## src/rtl/pagerank_pkg.sv

```systemverilog
// Shared types and fixed-point helpers for the streaming PageRank engine.
// Helpers work on 64-bit containers; callers pass their real width and fraction.
package pagerank_pkg;

  typedef enum logic [2:0] {
    IDLE,
    INIT,
    STREAM,
    UPDATE,
    CHECK,
    DONE
  } pr_state_t;

  localparam int MAX_W = 64;
  localparam int PR_FRAC_BITS = 16;
  localparam logic [MAX_W-1:0] FX_ONE = 64'd1 << PR_FRAC_BITS;

  // Full-width product, fraction dropped, clamped to the largest w-bit value.
  function automatic logic [MAX_W-1:0] fx_mul(input logic [MAX_W-1:0] a,
                                               input logic [MAX_W-1:0] b,
                                               input int frac,
                                               input int w);
    logic [2*MAX_W-1:0] prod;
    logic [2*MAX_W-1:0] lim;
    prod = {{MAX_W{1'b0}}, a} * {{MAX_W{1'b0}}, b};
    prod = prod >> frac;
    lim  = ((2*MAX_W)'(1) << w) - (2*MAX_W)'(1);
    return (prod > lim) ? lim[MAX_W-1:0] : prod[MAX_W-1:0];
  endfunction

  function automatic logic [MAX_W-1:0] sat_add(input logic [MAX_W-1:0] a,
                                                input logic [MAX_W-1:0] b,
                                                input int w);
    logic [MAX_W:0] s;
    logic [MAX_W:0] lim;
    s   = {1'b0, a} + {1'b0, b};
    lim = ((MAX_W+1)'(1) << w) - (MAX_W+1)'(1);
    return (s > lim) ? lim[MAX_W-1:0] : s[MAX_W-1:0];
  endfunction

endpackage

```

## src/rtl/pagerank_fx_mac.sv

```systemverilog
// Combinational multiply, drop fraction, saturate, then saturating add.
// Shared by the edge accumulation and the rank update datapaths.
module pagerank_fx_mac
  import pagerank_pkg::*;
#(
  parameter int RANK_W    = 32,
  parameter int FRAC_BITS = 16
) (
  input  logic [RANK_W-1:0] mul_a,
  input  logic [RANK_W-1:0] mul_b,
  input  logic [RANK_W-1:0] addend,
  output logic [RANK_W-1:0] sum
);

  logic [MAX_W-1:0] prod;
  logic [MAX_W-1:0] total;

  assign prod  = fx_mul(MAX_W'(mul_a), MAX_W'(mul_b), FRAC_BITS, RANK_W);
  assign total = sat_add(MAX_W'(addend), prod, RANK_W);
  assign sum   = RANK_W'(total);

endmodule

```

## src/rtl/pagerank_stream_engine.sv

```systemverilog
// Iterative fixed-point PageRank fed by a replayed valid/ready edge stream.
// Define PR_DELTA_L1_EN to use the L1 sum of rank deltas as convergence metric.
module pagerank_stream_engine
  import pagerank_pkg::*;
#(
  parameter int NUM_NODES = 20,
  parameter int RANK_W    = 32,
  parameter int FRAC_BITS = 16,
  parameter int MAX_ITER  = 64,
  parameter int ID_W      = $clog2(NUM_NODES) + 1
) (
  input  logic              clock,
  input  logic              reset_n,
  input  logic              pagerank_enable,
  input  logic [RANK_W-1:0] damping_factor,
  input  logic [RANK_W-1:0] base_term,
  input  logic [RANK_W-1:0] init_rank,
  input  logic [RANK_W-1:0] threshold,
  output logic              edge_req,
  input  logic              edge_valid,
  output logic              edge_ready,
  input  logic [ID_W-1:0]   edge_src,
  input  logic [ID_W-1:0]   edge_dst,
  input  logic [RANK_W-1:0] edge_inv_deg,
  input  logic              edge_last,
  input  logic [ID_W-1:0]   rd_addr,
  output logic [RANK_W-1:0] rd_data,
  output logic [7:0]        iter_count,
  output logic              converged,
  output logic              pagerank_complete
);

  localparam int IDX_W = $clog2(NUM_NODES);
`ifdef PR_DELTA_L1_EN
  localparam int MET_W = RANK_W + $clog2(NUM_NODES);
`else
  localparam int MET_W = RANK_W;
`endif
  localparam logic [IDX_W-1:0] LAST_IDX = IDX_W'(NUM_NODES - 1);
  localparam logic [ID_W-1:0]  ID_LIMIT = ID_W'(NUM_NODES);

  pr_state_t state;
  logic [IDX_W-1:0]  node_idx;
  logic [RANK_W-1:0] cur [NUM_NODES];
  logic [RANK_W-1:0] acc [NUM_NODES];
  logic [RANK_W-1:0] damping_q;
  logic [RANK_W-1:0] base_q;
  logic [RANK_W-1:0] init_q;
  logic [RANK_W-1:0] thr_q;
  logic [MET_W-1:0]  metric;
  logic [MET_W-1:0]  metric_next;

  logic              src_ok;
  logic              dst_ok;
  logic              rd_ok;
  logic [IDX_W-1:0]  src_idx;
  logic [IDX_W-1:0]  dst_idx;
  logic [IDX_W-1:0]  rd_idx;
  logic              xfer;
  logic [RANK_W-1:0] mac_a;
  logic [RANK_W-1:0] mac_b;
  logic [RANK_W-1:0] mac_c;
  logic [RANK_W-1:0] mac_sum;
  logic [RANK_W-1:0] cur_node;
  logic [RANK_W-1:0] delta;

  assign src_ok   = edge_src < ID_LIMIT;
  assign dst_ok   = edge_dst < ID_LIMIT;
  assign rd_ok    = rd_addr < ID_LIMIT;
  assign src_idx  = edge_src[IDX_W-1:0];
  assign dst_idx  = edge_dst[IDX_W-1:0];
  assign rd_idx   = rd_addr[IDX_W-1:0];
  assign xfer     = edge_valid && edge_ready;
  assign cur_node = cur[node_idx];

  // One MAC serves both phases: edge contribution in STREAM, rank update in UPDATE.
  always_comb begin
    mac_a = src_ok ? cur[src_idx] : '0;
    mac_b = edge_inv_deg;
    mac_c = dst_ok ? acc[dst_idx] : '0;
    if (state == UPDATE) begin
      mac_a = damping_q;
      mac_b = acc[node_idx];
      mac_c = base_q;
    end
  end

  pagerank_fx_mac #(
    .RANK_W   (RANK_W),
    .FRAC_BITS(FRAC_BITS)
  ) u_mac (
    .mul_a (mac_a),
    .mul_b (mac_b),
    .addend(mac_c),
    .sum   (mac_sum)
  );

  assign delta = (mac_sum >= cur_node) ? (mac_sum - cur_node) : (cur_node - mac_sum);

`ifdef PR_DELTA_L1_EN
  logic [MET_W:0] l1_sum;
  assign l1_sum      = {1'b0, metric} + {1'b0, MET_W'(delta)};
  assign metric_next = l1_sum[MET_W] ? '1 : l1_sum[MET_W-1:0];
`else
  assign metric_next = (delta > metric) ? delta : metric;
`endif

  always_ff @(posedge clock) begin
    if (!reset_n) begin
      state             <= IDLE;
      node_idx          <= '0;
      metric            <= '0;
      edge_req          <= 1'b0;
      edge_ready        <= 1'b0;
      converged         <= 1'b0;
      pagerank_complete <= 1'b0;
      iter_count        <= '0;
      rd_data           <= '0;
    end else begin
      rd_data <= rd_ok ? cur[rd_idx] : '0;
      case (state)
        IDLE, DONE: begin
          if (pagerank_enable) begin
            damping_q         <= damping_factor;
            base_q            <= base_term;
            init_q            <= init_rank;
            thr_q             <= threshold;
            converged         <= 1'b0;
            iter_count        <= '0;
            pagerank_complete <= 1'b0;
            node_idx          <= '0;
            state             <= INIT;
          end
        end
        INIT: begin
          cur[node_idx] <= init_q;
          acc[node_idx] <= '0;
          if (node_idx == LAST_IDX) begin
            node_idx   <= '0;
            edge_req   <= 1'b1;
            edge_ready <= 1'b1;
            state      <= STREAM;
          end else begin
            node_idx <= node_idx + 1'b1;
          end
        end
        STREAM: begin
          if (xfer) begin
            if (dst_ok) acc[dst_idx] <= mac_sum;
            if (edge_last) begin
              edge_req   <= 1'b0;
              edge_ready <= 1'b0;
              metric     <= '0;
              state      <= UPDATE;
            end
          end
        end
        UPDATE: begin
          cur[node_idx] <= mac_sum;
          acc[node_idx] <= '0;
          metric        <= metric_next;
          if (node_idx == LAST_IDX) begin
            node_idx <= '0;
            state    <= CHECK;
          end else begin
            node_idx <= node_idx + 1'b1;
          end
        end
        CHECK: begin
          iter_count <= iter_count + 8'd1;
          // Convergence takes priority over the iteration cap on the same pass.
          if (metric < MET_W'(thr_q)) begin
            converged         <= 1'b1;
            pagerank_complete <= 1'b1;
            state             <= DONE;
          end else if (iter_count + 8'd1 == 8'(MAX_ITER)) begin
            converged         <= 1'b0;
            pagerank_complete <= 1'b1;
            state             <= DONE;
          end else begin
            edge_req   <= 1'b1;
            edge_ready <= 1'b1;
            state      <= STREAM;
          end
        end
        default: state <= IDLE;
      endcase
    end
  end

endmodule

```

## config.mk

```make
export PLATFORM = sky130hd
export DESIGN_NAME = pagerank_stream_engine
export DESIGN_NICKNAME = d
export VERILOG_FILES = /design/src/rtl/pagerank_pkg.sv /design/src/rtl/pagerank_fx_mac.sv /design/src/rtl/pagerank_stream_engine.sv
export SDC_FILE = /design/constraint.sdc
export NUM_CORES = 2
export LEC_CHECK = 0
export BUFFER_PORTS_ARGS = -buffer_cell sky130_fd_sc_hd__buf_2
export CAP_MARGIN = 20
export CORE_MARGIN = 4
export CORE_UTILIZATION = 50
export CTS_CLUSTER_DIAMETER = 120
export DETAILED_ROUTE_END_ITERATION = 10
export GPL_TIMING_DRIVEN = 0
export PLACE_DENSITY = 0.71
export SETUP_SLACK_MARGIN = 0.3
export SLEW_MARGIN = 20
export SYNTH_ARGS = -nofsm -noshare
export SYNTH_HDL_FRONTEND = slang
export SYNTH_SLANG_ARGS = --single-unit
```

## constraint.sdc

```tcl
create_clock -name clock -period 57.2 [get_ports clock]
set_clock_uncertainty 0.05 [all_clocks]
set_input_delay 8.58 -clock clock [delete_from_list [all_inputs] [get_ports clock]]
set_output_delay 8.58 -clock clock [all_outputs]
set_load 0.005 [all_outputs]
```

==> flow_summary.toml <==
[placed_design]
gp_congestion = 1.06
io_buffers = 213
dp.cells = 11900
place_hpwl_mm = 343

[timing]
relSlewSlack_pct = 3.44
fin_crit_sh_pct = 60.6
fin_tns_setup_ns = 0
timing.final.max_slew_violations = 0
worstMarginPinSlew_ns = 1.45
setup_viol = 0
period_minus_slack_ns = 34.69
fmax_mhz = 28.8
rsz0062_at_grt = "no"
hold_viol = 0

[pwr]
switching_power_mw = 3.04
p_seq_share_pct = 20.5
combPwrFrac_pct = 62.6
p_leak_nw = 48.6
vdd_drop_max_mv = 0.102
p_clk_share_pct = 16.8
p_per_area_nw_per_um2 = 48.5
intPower_mw = 3.00
p_sw_share_pct = 50.3

[layout]
fill_cells = 18000
finalNonFillerCells = 12200
drive_gt1_share_pct = 20.0
synthToLayoutAreaGrowth_pct = 11.8
final_nets = 10600

[synth]
ys_seq_elements = 1496
synth.yosys.seq_area_share_pct = 39.5
synth-main-ff-cell = "edfxtp_1"
synth_edf_count = 1408
ys.warnings.count = 0
syn_avg_cell_area_sq_um = 13.0
synthArstFlopShare_pct = 0
syn_area_sq_um = 111000
synth.net_count = 10100
synthCells = 8589
synth_cell_types = 81

[grt]
overflow = 0
grt_pass1_wl_mm = 629
grt_use_total_pct = 39.2
grt_pass1_vias = 83400
grt_max_degree = 32
antenna_found_initial = 27

[run_status]
status = "completed"

[worst_setup_path]
crit_slowest_cell = "nor2_1"
arrival_ns = 35.41
critPathKind = "in2reg"
critPathCaptureType = "register"
timing.critical_path.mode_cell = "fa_1"
start_kind = "input port"
r2r_setup_slack_ns = 30.12
max_stage_delay_ns = 1.05
critPathRequiredTime_ns = 57.92
critPathMaxFanout = 10

[floorplanning]
row_count = 173
fp.dieH_um = 480
initial_core_util_pct = 50.2
die_w_um = 480
io_pins = 227
dieArea_sq_um = 231000
design.core.area_sq_um = 222000

[cts]
postCtsSetupBuffers = 0
cts.sinks = 1496
clk_pin_slew_worst_paths_ns = 0.07
cts.path.max_buffers = 3
cts.repair.resized = 0
htree_num_levels = 4
cts_buffers = 146
cts_hold_buf = 0
clock_latency_ns = 0.86
root_buffer = "clkbuf_16"
cts_tree = "yes"

[route]
vias = 83400
wl_mm = 452
wl_per_cell_um = 37.1
ant_nets = 0
dr.first_iter.drc_count = 13300
drc = 0
viasPerCell = 6.84
first_pass_iters = 8

[run]
drv.max_cap_violation_count = 0

[min_path]
hp-class = "reg2reg"
cells in the final DEF, fill, tap and decap left out, drive strengths merged, types with 280 or more instances in the layout:
cell type,instances
a21oi,280
buf,476
clkbuf,603
edfxtp,1408
fa,898
ha,424
inv,1138
mux4,956
nand2,831
nor2,816
worst paths after layout:
path / startpoint / endpoint / cells after the start
setup reg to reg: register / metric[20] / 76
hold / removal: metric[1] / metric[1] / 2
hold reg to reg: metric[1] / metric[1] / 2
setup / recovery: edge_src[1] / metric[20] / 73
through the flow:
step           util [%]  power [mW]  hold slack (ns)  instance area (sq um)  worst slack (ns)
2_1_floorplan         -        3.47            0.415                 111000             30.30
3_5_place_dp       53.8        4.86            0.454                 119000             22.63
3_3_place_gp       52.3        4.83            0.447                 116000             22.59
4_1_cts            56.0        5.89            0.466                 124000             23.39
5_1_grt            56.1        6.29            0.498                 125000             21.88
6_report           56.1        6.04            0.470                 125000             22.51
logic make-up (layout without fill, tap and decap cells):
group | after synthesis | after routing | share of synthesized area [%]
XOR/XNOR | 105 | 105 | 0.825
flip-flops | 1496 | 1496 | 39.5
adder cells (fa/ha/maj) | 1322 | 1322 | 20.9
multiplexers | 1090 | 1090 | 20.5
AO/OA/AOI/OAI | 887 | 887 | 4.96
AND/OR/NAND/NOR | 2016 | 2016 | 7.61
other | 0 | 18 | 0
buffers and inverters | 1673 | 2286 | 5.68
final cells by class:
type	instances	area (sq um)	area share, %
antenna	18	45.0	0.0362
buffer	536	2240	1.80
clock buffer	191	3950	3.17
clock inverter	70	1010	0.807
inverter	1137	4270	3.43
multi-input combinational	5420	61700	49.5
sequential	1496	44000	35.4
tap	2975	3720	2.99
timing repair buffer	352	3590	2.88
power by group through the flow:
| stage | Clock, mW | Combinational [mW] | Sequential [mW] |
|---|---|---|---|
| after global placement | 0 | 3.57 | 1.27 |
| final | 1.02 | 3.78 | 1.24 |
| after CTS | 1.01 | 3.64 | 1.24 |
| after floorplan | 0 | 2.21 | 1.25 |
| after global routing | 1.06 | 3.99 | 1.24 |
| after detailed placement | 0 | 3.59 | 1.26 |
flip-flops by register name (all words and copies together) (netlist names), 3 cells and up, named ones only:
name        flops
state           3
rd_data        32
iter_count      8
acc           640
metric         32
base_q         32
cur           640
node_idx        5
thr_q          32
init_q         32
damping_q      32
cell usage after synthesis, types with 8 or more instances:
cell type	number	area (sq um)
a211o_1	10	87.6
a211oi_1	10	75.1
a21boi_0	11	82.6
a21o_1	99	743
a21oi_1	280	1400
a22o_1	30	263
a31oi_1	31	194
and2_1	44	275
and3_1	23	144
buf_1	116	435
buf_2	12	60.1
clkbuf_1	400	1500
clkinv_1	9	33.8
dfxtp_1	88	1760
edfxtp_1	1408	42300
fa_1	898	18000
ha_1	424	5310
inv_1	1128	4230
mux2i_1	130	1300
mux4_2	956	21500
nand2_1	831	3120
nand2b_1	29	181
nand3_1	38	190
nand3b_1	8	60.1
nand4_1	99	619
nor2_1	816	3060
nor2b_1	24	150
nor3_1	32	160
nor4_1	10	62.6
o211ai_1	17	128
o21a_1	44	330
o21ai_0	208	1040
o21ai_1	23	115
o21bai_1	32	240
o31ai_1	10	75.1
or2_2	22	138
or3_1	14	87.6
xnor2_1	67	587
xor2_1	38	333
worst max-delay path: cells and delay by family:
kind	cells	cell delay (ns)
mux	2	1.15
fa+ha+maj	14	6.08
buf+inv	14	6.53
xor+xnor	1	0.49
compound gates	26	8.51
simple gates	16	4.00
layer usage:
layer / track usage [%] / wire [um]
met1: 48.1 / 147000
met2: 55.9 / 190000
met3: 14.9 / 67900
met4: 30.6 / 46900
met5: 0.186 / 204
Power figures use the tool's default switching activity.
